### config.mk
export PLATFORM = sky130hd
export DESIGN_NAME = cdb_arbiter
export DESIGN_NICKNAME = d
export VERILOG_FILES = /design/src/rtl/cdb_arbiter.sv
export SDC_FILE = /design/constraint.sdc
export NUM_CORES = 1
export LEC_CHECK = 0
export ABC_AREA = 1
export CAP_MARGIN = 15
export CORE_ASPECT_RATIO = 1.5
export CORE_MARGIN = 1
export CORE_UTILIZATION = 25
export CTS_BUF_LIST = sky130_fd_sc_hd__clkbuf_8 sky130_fd_sc_hd__clkbuf_16
export CTS_CLUSTER_DIAMETER = 100
export DETAILED_ROUTE_END_ITERATION = 7
export PLACE_DENSITY_LB_ADDON = 0.12
export SYNTH_ARGS = -nofsm -noshare
export SYNTH_HDL_FRONTEND = slang
export SYNTH_SLANG_ARGS = --single-unit
### constraint.sdc
create_clock -name clk -period 2.5 [get_ports clk]
set_input_delay 0.25 -clock clk [delete_from_list [all_inputs] [get_ports clk]]
set_output_delay 0.25 -clock clk [all_outputs]
set_load 0.01 [all_outputs]
### src/rtl/cdb_arbiter.sv
// Two-bus result broadcast arbiter: per-requester FIFOs, round-robin dual grant, registered CDB outputs.
// Optional build macro CDB_STATS_EN adds stat_grants / stat_stalls counters.
module cdb_arbiter #(
    parameter int NREQ  = 4,
    parameter int DEPTH = 2,
    parameter int TAGW  = 5,
    parameter int DATAW = 32
) (
    input  logic                  clk,
    input  logic                  rst,
    input  logic                  flush,
    input  logic [NREQ-1:0]       req_valid,
    input  logic [NREQ*TAGW-1:0]  req_tag,
    input  logic [NREQ*DATAW-1:0] req_data,
    output logic [NREQ-1:0]       req_ready,
    output logic                  cdb_valid0,
    output logic [TAGW-1:0]       cdb_tag0,
    output logic [DATAW-1:0]      cdb_data0,
    output logic                  cdb_valid1,
    output logic [TAGW-1:0]       cdb_tag1,
    output logic [DATAW-1:0]      cdb_data1
`ifdef CDB_STATS_EN
    ,
    output logic [31:0]           stat_grants,
    output logic [31:0]           stat_stalls
`endif
);
    localparam int PW = $clog2(DEPTH);
    localparam int CW = PW + 1;
    localparam int IW = $clog2(NREQ);

    logic [NREQ-1:0][CW-1:0]    cnt;
    logic [NREQ-1:0][TAGW-1:0]  head_tag;
    logic [NREQ-1:0][DATAW-1:0] head_data;
    logic [NREQ-1:0]            pop;
    logic [IW-1:0]              rr_ptr, g0_idx, g1_idx, last_idx, rr_nxt;
    logic                       g0_vld, g1_vld;

    for (genvar i = 0; i < NREQ; i++) begin : g_fifo
        logic [TAGW-1:0]  tag_mem  [DEPTH];
        logic [DATAW-1:0] data_mem [DEPTH];
        logic [PW-1:0]    rd_ptr, wr_ptr;
        logic [CW-1:0]    count;
        logic             push;

        assign req_ready[i] = (count < CW'(DEPTH));
        assign push         = req_valid[i] & req_ready[i];
        assign cnt[i]       = count;
        assign head_tag[i]  = tag_mem[rd_ptr];
        assign head_data[i] = data_mem[rd_ptr];

        // Storage is written on any accepted push; a flush resets the pointers so the entry is dead.
        always_ff @(posedge clk) begin
            if (push) begin
                tag_mem[wr_ptr]  <= req_tag[i*TAGW +: TAGW];
                data_mem[wr_ptr] <= req_data[i*DATAW +: DATAW];
            end
        end

        always_ff @(posedge clk) begin
            if (rst || flush) begin
                rd_ptr <= '0;
                wr_ptr <= '0;
                count  <= '0;
            end else begin
                if (push)   wr_ptr <= wr_ptr + 1'b1;
                if (pop[i]) rd_ptr <= rd_ptr + 1'b1;
                count <= count + CW'(push) - CW'(pop[i]);
            end
        end
    end

    // Scan from rr_ptr; first two non-empty heads win bus0 then bus1.
    always_comb begin
        logic [IW:0] s;
        s      = '0;
        g0_vld = 1'b0;
        g1_vld = 1'b0;
        g0_idx = '0;
        g1_idx = '0;
        for (int k = 0; k < NREQ; k++) begin
            s = {1'b0, rr_ptr} + (IW+1)'(k);
            if (s >= (IW+1)'(NREQ)) s = s - (IW+1)'(NREQ);
            if (cnt[s[IW-1:0]] != '0) begin
                if (!g0_vld) begin
                    g0_vld = 1'b1;
                    g0_idx = s[IW-1:0];
                end else if (!g1_vld) begin
                    g1_vld = 1'b1;
                    g1_idx = s[IW-1:0];
                end
            end
        end
    end

    always_comb begin
        pop = '0;
        if (g0_vld) pop[g0_idx] = 1'b1;
        if (g1_vld) pop[g1_idx] = 1'b1;
    end

    assign last_idx = g1_vld ? g1_idx : g0_idx;
    assign rr_nxt   = (last_idx == IW'(NREQ-1)) ? '0 : last_idx + 1'b1;

    always_ff @(posedge clk) begin
        if (rst || flush) begin
            cdb_valid0 <= 1'b0;
            cdb_tag0   <= '0;
            cdb_data0  <= '0;
            cdb_valid1 <= 1'b0;
            cdb_tag1   <= '0;
            cdb_data1  <= '0;
        end else begin
            cdb_valid0 <= g0_vld;
            cdb_tag0   <= g0_vld ? head_tag[g0_idx]  : '0;
            cdb_data0  <= g0_vld ? head_data[g0_idx] : '0;
            cdb_valid1 <= g1_vld;
            cdb_tag1   <= g1_vld ? head_tag[g1_idx]  : '0;
            cdb_data1  <= g1_vld ? head_data[g1_idx] : '0;
        end
    end

    // Flush keeps the pointer so fairness carries across a squash.
    always_ff @(posedge clk) begin
        if (rst)                  rr_ptr <= '0;
        else if (!flush && g0_vld) rr_ptr <= rr_nxt;
    end

`ifdef CDB_STATS_EN
    always_ff @(posedge clk) begin
        if (rst) begin
            stat_grants <= '0;
            stat_stalls <= '0;
        end else begin
            stat_grants <= stat_grants + 32'(cdb_valid0) + 32'(cdb_valid1);
            if ((req_valid & ~req_ready) != '0) stat_stalls <= stat_stalls + 32'd1;
        end
    end
`endif

endmodule
== Word level (Yosys, flattened, before mapping) ==
Memories as Yosys holds them, arrays and structs flattened. A register that Yosys moved wholly into a read port is not among the register bits.
Index checks and enable logic that the tools add are counted.

* Bits in registers: 94
* Memory bits (writable): 296
* Input port bits: 155
* Output and inout bits: 80
* Memories kept: 8

{| class="wikitable"
|+ Memory list
! name !! depth !! bits a word !! rd ports !! clocked after Yosys merged registers in !! write ports !! line !! text
|-
| g_fifo[0].data_mem || 2 || 32 || 1 || 1 || 1 || 41 || <nowiki>logic [DATAW-1:0] data_mem [DEPTH];</nowiki>
|-
| g_fifo[1].data_mem || 2 || 32 || 1 || 1 || 1 || 41 ||
|-
| g_fifo[2].data_mem || 2 || 32 || 1 || 1 || 1 || 41 ||
|-
| g_fifo[3].data_mem || 2 || 32 || 1 || 1 || 1 || 41 ||
|-
| g_fifo[0].tag_mem || 2 || 5 || 1 || 1 || 1 || 40 || <nowiki>logic [TAGW-1:0] tag_mem [DEPTH];</nowiki>
|-
| g_fifo[1].tag_mem || 2 || 5 || 1 || 1 || 1 || 40 ||
|-
| +2 memories || n/a || n/a || n/a || n/a || n/a || n/a ||
|}

* Add/sub/neg operators: 24
* Order comparisons: 16
* Eq/ne operators: 1
* Muxes and demuxes: 77
* Bitwise logic cells: 7
* Reductions and logical operators: 11

{| class="wikitable"
|+ Operator list
! kind !! count
|-
| $bmux W32 S2 || 2
|-
| $mux W32 || 2
|-
| $mux W2 || 25
|-
| $mux W1 || 36
|-
| $bmux W5 S2 || 2
|-
| $lt A2 B3 Y1 const B || 6
|-
| $bmux W2 S2 || 4
|-
| $mux W5 || 2
|-
| $ge A3 B3 Y1 const B || 3
|-
| $add A1 B1 Y1 const B || 8
|-
| $add A2 B1 Y2 || 4
|-
| $lt A2 B2 Y1 const B || 4
|-
| $mux W4 || 2
|-
| $reduce_bool A2 Y1 || 4
|-
| $sub A2 B1 Y2 || 4
|-
| $sub A2 B1 Y2 const B || 4
|-
| $add A2 B2 Y3 const B || 2
|-
| $and A1 B1 Y1 || 4
|-
| $demux W1 S2 || 2
|-
| $ge A2 B1 Y1 const B || 2
|-
| $or A4 B4 Y4 || 1
|-
| $reduce_or A2 Y1 || 2
|-
| $add A2 B1 Y3 const B || 1
|-
| $ge A2 B3 Y1 const B || 1
|-
| other kinds (6) || 9
|}

== Longest topological paths before layout ==
Gate-level depths: netlist (run 1).

* Word-level depth: 22
* Depth in mapped cells: 22
* Depth with buffers taken out: 21

== Least setup slack after synthesis (run 1) ==
OpenSTA, ideal clock, no wires.

* Path type: reg2reg
* From: reg g_fifo[0].count[1]
* To: mem g_fifo[0].data_mem[1][0] (enable)
* Library setup time: 433 ps
* Arrival: 2188 ps
* Data required time: 2067 ps
* Slack: -120 ps
* Cell stages (with the launch flop): 4
* Period minus slack after synthesis: 2620 ps
* Path through: dfxtp_1 nor2_1 inv_1 nor2_1

* Longest elaborated chain between the ends: 4

{| class="wikitable"
|+ RTL lines
! what !! line !! text
|-
| start: declaration || 43 || <nowiki>logic [CW-1:0] count;</nowiki>
|-
| start signal: assignment || 68 || <nowiki>count <= count + CW'(push) - CW'(pop[i]);</nowiki>
|-
| $lt A2 B2 Y1 || 46 || <nowiki>assign req_ready[i] = (count < CW'(DEPTH));</nowiki>
|-
| $and A1 B1 Y1 || 47 || <nowiki>assign push = req_valid[i] & req_ready[i];</nowiki>
|-
| $mux W1 || 54 || <nowiki>if (push) begin</nowiki>
|-
| $mux W1 (implied by the code) || 56 || <nowiki>data_mem[wr_ptr] <= req_data[i*DATAW +: DATAW];</nowiki>
|-
| end: declaration || 41 ||
|}

No other way between the ends.

== Final worst setup path (run 1) ==
* From: reg rr_ptr[0]
* To: reg g_fifo[0].count[1]

* Longest elaborated chain between the ends: 21

{| class="wikitable"
|+ RTL lines
! what !! line !! text
|-
| start: declaration || 36 || <nowiki>logic [IW-1:0] rr_ptr, g0_idx, g1_idx, last_idx, rr_nxt;</nowiki>
|-
| start signal: assignment || 126 || <nowiki>else if (!flush && g0_vld) rr_ptr <= rr_nxt;</nowiki>
|-
| parallel branches: the longest is 19 deep, another holds $add A2 B1 Y3 || n/a ||
|-
| $mux W4 (*) || 99 || <nowiki>if (g1_vld) pop[g1_idx] = 1'b1;</nowiki>
|-
| $sub A2 B1 Y2 (*) || 68 ||
|}

Every way passes the cells marked *. The select of a mux whose other input is x is not followed.
A chain may end at the register's enable or synchronous reset.

==> flow_summary.yaml, run 1 <==
critical_path:
  critPathRequiredTime_ns: 2.98
  path_depth: 21
  cpPeakStageDelay_ns: 0.39
  crit_chain: "inv_6 -> buf_4 -> nand2_4 -> nand2_4 -> nand2_4 -> nand2_4 -> nor2_4 -> nand2_4 -> nand2_4 -> nand2_4 -> nand2_4 -> nand2_8 -> nor2_4 -> nand2_2 -> nand2_2 -> xor2_1 -> ha_2 -> inv_1 -> nand3_1 -> nand2_1 -> nor2_1"
  worstPathArrival_ns: 2.89
  reg2regPathDepth: 21
  critPathTopFamily: "simple AND/OR/NAND/NOR gates"
  path_buf_inv: 3
  cp_max_fo: 8
  crit_path_end_kind: "flip-flop"
  crit_top_cell: "nand2_4"
  critPathKind: "flip-flop to flip-flop"
  crit_slowest_cell: "dfxtp_4"
  startpoint_type: "flip-flop"
route:
  dr.pass1.iters: 5
  dr_total_vias: 11800
  wl_per_cell_um: 21.8
  totalWireLength_mm: 57.6
  ant_nets: 0
  drcViolationCount: 0
  drtIter0Drc: 655
  viasPerCell: 4.44
cells_and_area:
  area_growth_pct: 34.3
  fin_util_pct: 34.1
  nets: 1906
  multiInputGateArea_mm2: 0.00517
  drive_above_1_share_pct: 18.7
  regArea_mm2: 0.0109
  stdcell_area_mm2: 0.0220
  layout.filler_cells: 6414
placement:
  hpwl_mm: 40.4
  port_buffers: 234
  finalWeightedCongestion: 0.776
  placed_area_mm2: 0.0204
synthesis:
  yosys.area.top_type: "edfxtp_1"
  ys_warn_count: 0
  synth_edf_count: 296
  avgSynthCellArea_um2: 11.3
  ys_seq_area_share_pct: 66.2
  synthCells: 1447
  syn_area_mm2: 0.0164
  synth_flop_cell: "edfxtp_1"
  synth_area_leaders: "edfxtp_1 (54%), nand2_1 (13%), dfxtp_1 (12%)"
  ys_types: 38
  async_reset_ff_share_pct: 0
  yosysTopAreaCellShare_pct: 54.2
  syn_nets: 1608
  ys_seq_elements: 394
timing:
  rsz0062_at_grt: "true"
  holdWs_ns: 0.274
  finalCriticalPeriod_ns: 2.41
  max_clock_freq_mhz: 415
  setup_violations: 0
  fin_setup_tns_ns: 0
  fin_crit_sh_pct: 96.5
  hold_violations: 0
  fin_skew_ns: 0.0217
  slew_viol_final: 0
  tightest_slew_ns: 0.754
  relSlewSlack_pct: 49.7
power:
  max-vdd-ir-drop_v: 0.00110
  power.density_mw_per_mm2: 1310
  p_leak_uw: 0.00809
min_path:
  hold_class: "input pin to flip-flop"
  hold_depth: 1
job:
  maxCapViolCount: 0
outcome:
  status: "finished, final reports clean"
die:
  die_area_mm2: 0.0666
  start_util_pct: 25.4
  dieWidth_um: 211
  die_h_um: 316
  placementRows: 114
  core_mm2: 0.0646
  io_pins: 235
global_route:
  grt_max_degree: 39
  grt.total_usage_pct: 17.3
  grt_pass1_vias: 12300
  grt_pass1_wl_mm: 82.6
  antenna_found_initial: 8
  overflow: 0
clock_network:
  clk_latency_ns: 0.56
  cts-htree-levels: 2
  cts_buffer_depth: 3
  cts_tree: "done"
  hold_buffers: 0
  clock-sinks: 394
  numCtsBuffers: 41
  clk_pin_slew_ns: 0.06
  cts_root_buffer: "clkbuf_16"
## state kept, by name (all words and copies together), names as in the netlist, named ones only
register	cells
cdb_data0	32
cdb_data1	32
cdb_tag0	5
cdb_tag1	5
cdb_valid0	1
cdb_valid1	1
g_fifo.count	8
g_fifo.data_mem	256
g_fifo.rd_ptr	4
g_fifo.tag_mem	40
g_fifo.wr_ptr	4
rr_ptr	2
## through the flow
step	instances	power, µW	setup slack (ns)
2_1_floorplan	1447	17200	0.184
3_3_place_gp	2559	22500	-0.179
3_5_place_dp	2559	22600	-0.148
4_1_cts	2637	28700	0.0115
5_1_grt	2649	30600	-0.0703
6_report	2649	28900	0.0883
## metal layers
layer	up-vias	GRT usage, %	routed length (µm)
li1	5617	-	-
met1	5717	20.0	23000
met2	324	31.9	30100
met3	96	2.95	2690
met4	6	5.90	1770
met5	-	0	31
## path summary, 6_finish.rpt
check	start	end	slack, ns
hold / removal	req_data[127]	g_fifo[3].data_mem[0][31]	0.27
hold reg to reg	g_fifo[0].rd_ptr	flip-flop	0.44
setup reg to reg	rr_ptr[0]	g_fifo[0].count[1]	0.09
setup / recovery	rr_ptr[0]	g_fifo[0].count[1]	0.09
## synth_stat cells (12+ instances only)
master,instances
a21oi_1,37
a21oi_2,14
a22oi_1,44
a22oi_2,30
a41oi_2,30
buf_2,15
buf_4,13
clkbuf_1,20
dfxtp_1,98
edfxtp_1,296
inv_1,34
inv_2,12
nand2_1,571
nand2_2,20
nand3_1,93
nor2_1,34
## power by group
| part | total (µW) | switching, µW | internal (µW) |
|---|---|---|---|
| combinational | 14600 | 9140 | 5470 |
| clock | 5840 | 2570 | 3270 |
| sequential | 8440 | 388 | 8050 |
## area by class of cell
class | count | share of cell area (%)
multi-input combinational | 931 | 23.5
sequential | 394 | 49.4
antenna | 2 | 0.0227
timing repair buffer | 327 | 15.5
clock inverter | 29 | 0.745
inverter | 50 | 0.933
clock buffer | 46 | 5.03
tap | 870 | 4.95
## cell usage in the layout, fill, tap and decap left out, types with 2 or more instances in the layout
master,instances
clkinv_2,10
edfxtp_1,296
ha_2,2
buf_12,28
nand3_2,5
dfxtp_1,88
dfxtp_2,9
o21ai_2,8
clkdlybuf4s50_1,234
clkinv_1,2
nand3_1,89
o21ai_0,5
buf_6,3
nor2_4,15
a41oi_1,7
ha_4,2
a22oi_2,30
nor2_1,24
a21oi_2,18
ha_1,2
nand2_2,17
buf_4,62
inv_2,13
clkbuf_16,42
nand3_4,3
a21oi_1,33
diode_2,2
o21ai_4,3
nand2_1,561
inv_1,45
a22oi_1,44
xor2_1,3
nand4_1,2
a41oi_2,30
nand2_4,15
nor3_1,4
inv_4,5
clkbuf_8,4
o21ai_1,3
## logic make-up after synthesis
kind of cell,after synthesis,share of synthesized area [%]
adders and majority gates,6,0.458
DFF,394,66.2
and+or+nand+nor,738,18.7
xor gates and xnor gates,5,0.267
AOI/OAI and AO/OA,182,10.4
buffers and inverters,122,4.01
## timing repair
action | CTS | global route
gates resized for setup | 18 | 57
endpoints found under the setup margin | 51 | 86
setup buffers | 3 | 10
pin swaps | 11 | 29
Power figures use the tool's default switching activity.
==> run 2: changes to the inputs <==
- CORE_ASPECT_RATIO: 1.5 -> 0.6
- GPL_TIMING_DRIVEN: unset -> 1
==> run 2 against run 1 <==
Via count increased by 1.2%. Combinational power increased by 7%. Total power increased by 5.1%. Design area increased by 1.1%. Clock skew decreased by 0.013 ns. Sequential power about the same. The flow now finishes with violations (negative setup slack). Critical path depth decreased by 8. Sequential cell count unchanged. First-iteration DRC count increased by 33%. Largest power group unchanged. Count of clock-buffer cells in the layout increased by 6. Highest routed layer unchanged. Critical endpoint is now cdb_tag0[4].
==> flow_summary.yaml, run 2 (same netlist as run 1, synthesis figures left out) <==
min_path:
  hold_depth: 1
  hold_class: "input pin to flip-flop"
timing:
  finalCriticalPeriod_ns: 2.57
  fin_crit_sh_pct: 103
  tightest_slew_ns: 0.662
  hold_violations: 0
  max_clock_freq_mhz: 390
  fin_skew_ns: 0.00860
  setup_violations: 5
  setup_ws_ns: -0.0661
  fin_setup_tns_ns: -0.176
  rsz0062_at_grt: "true"
  slew_viol_final: 0
  relSlewSlack_pct: 55.9
die:
  dieWidth_um: 333
  start_util_pct: 25.4
  placementRows: 72
  die_area_mm2: 0.0666
  io_pins: 235
  die_h_um: 200
  core_mm2: 0.0646
cells_and_area:
  area_growth_pct: 35.7
  final_cell_mix: "nand2_1 (558), edfxtp_1 (296), clkdlybuf4s50_1 (234)"
  layout_commonest_cell: "nand2_1"
  largest_reg_flops: 256
  fin_util_pct: 34.4
  regMostFlops: "g_fifo.data_mem"
  drive_above_1_share_pct: 19.6
  nets: 1915
  reg.largest.list: "g_fifo.data_mem: 256 flops, g_fifo.tag_mem: 40 flops"
  diodes: 0
power:
  finalPower_uw: 30400
  max-vdd-ir-drop_v: 0.00132
  power.density_mw_per_mm2: 1370
  p_leak_uw: 0.00820
route:
  viasPerCell: 4.51
  ant_nets: 0
  dr.pass1.iters: 5
  totalWireLength_mm: 57.6
  wl_per_cell_um: 21.9
  drtIter0Drc: 868
  dr_total_vias: 11900
  drcViolationCount: 0
clock_network:
  hold_buffers: 0
  cts_tree: "done"
  cts_root_buffer: "clkbuf_16"
  numCtsBuffers: 41
  cts-htree-levels: 2
  cts_buffer_depth: 3
  clk_latency_ns: 0.57
  clock-sinks: 394
  clk_pin_slew_ns: 0.07
critical_path:
  startpoint_type: "flip-flop"
  critPathKind: "flip-flop to flip-flop"
  crit_path_end_kind: "flip-flop"
  critPathRequiredTime_ns: 2.97
  worstPathArrival_ns: 3.04
  reg2regPathDepth: 13
  cp_max_fo: 22
placement:
  port_buffers: 234
  hpwl_mm: 39.8
  finalWeightedCongestion: 0.834
global_route:
  grt_pass1_vias: 11800
  grt_pass1_wl_mm: 81.7
  overflow: 0
  grt.total_usage_pct: 17.0
  grt_max_degree: 45
  antenna_found_initial: 2
outcome:
  violations: "negative setup slack"
  status: "finished, violations left"
job:
  maxCapViolCount: 0
run 2: cell types whose count changed in the layout (fill, tap and decap cells not counted), moves of 5 or more:
cell and change:
clkinv_2 -9, buf_8 +5, clkbuf_8 +6, nand2_2 +6, inv_1 -7, inv_2 +5
run 2: power by group:
part           switching [µW]  internal, µW  total [µW]
logic                    9700          5890       15600
registers                 372          8050        8420
clock network            2590          3750        6340
run 2: critical path, cell delays in order (launching register included):
cell and delay, ns:
dfxtp_4 0.44, buf_8 0.13, nand2_1 0.06, nand2_2 0.15, nand3_2 0.10, nand2_2 0.15, nand3_4 0.11, nor2_4 0.12
buf_4 0.14, nand2_2 0.08, nand2_4 0.13, buf_4 0.37, nand3_1 0.16, a41oi_2 0.29
run 2: layer usage:
layer	track usage, %	up-vias	routed length, µm
met1	25.6	5841	29000
met4	3.89	4	952
met5	0	-	22
met2	25.0	346	24400
li1	-	5644	-
met3	3.32	63	3230
run 2: timing repair:
| item | 4_1_cts | 5_1_grt |
|---|---|---|
| setup buffers | 1 | 14 |
| cloned | 0 | 2 |
| endpoints found under the setup margin | 30 | 84 |
| pin swaps | 2 | 33 |
| resized for setup | 7 | 86 |
run 2: final cells by class:
class,instances,area [µm²]
Clock inverter,22,205
Fill cell,6331,42400
Clock buffer,52,1190
Timing Repair inverter,1,6.26
Sequential cell,394,10900
Tap cell,851,1060
Inverter,50,213
Multi-Input combinational cell,931,5160
Timing Repair Buffer,335,3540
run 2: path summary, 6_finish.rpt:
| kind | start | end | slack [ns] |
|---|---|---|---|
| max | rr_ptr[0] | cdb_tag0[4] | -0.07 |
| min | req_data[72] | g_fifo[2].data_mem[1][8] | 0.26 |
| max reg2reg | rr_ptr[0] | cdb_tag0[4] | -0.07 |
| min reg2reg | g_fifo[2].rd_ptr | flip-flop | 0.45 |
run 2: metrics by stage:
step | worst slack (ns) | hold slack [ns] | instances | instance area [µm²]
2_1_floorplan | 0.184 | 0.349 | 1447 | 16400
3_3_place_gp | -0.0827 | 0.426 | 2545 | 20400
3_5_place_dp | -0.0694 | 0.432 | 2545 | 20400
4_1_cts | 0.0115 | 0.219 | 2620 | 21800
5_1_grt | -0.173 | 0.235 | 2636 | 22200
6_report | -0.0661 | 0.259 | 2636 | 22200
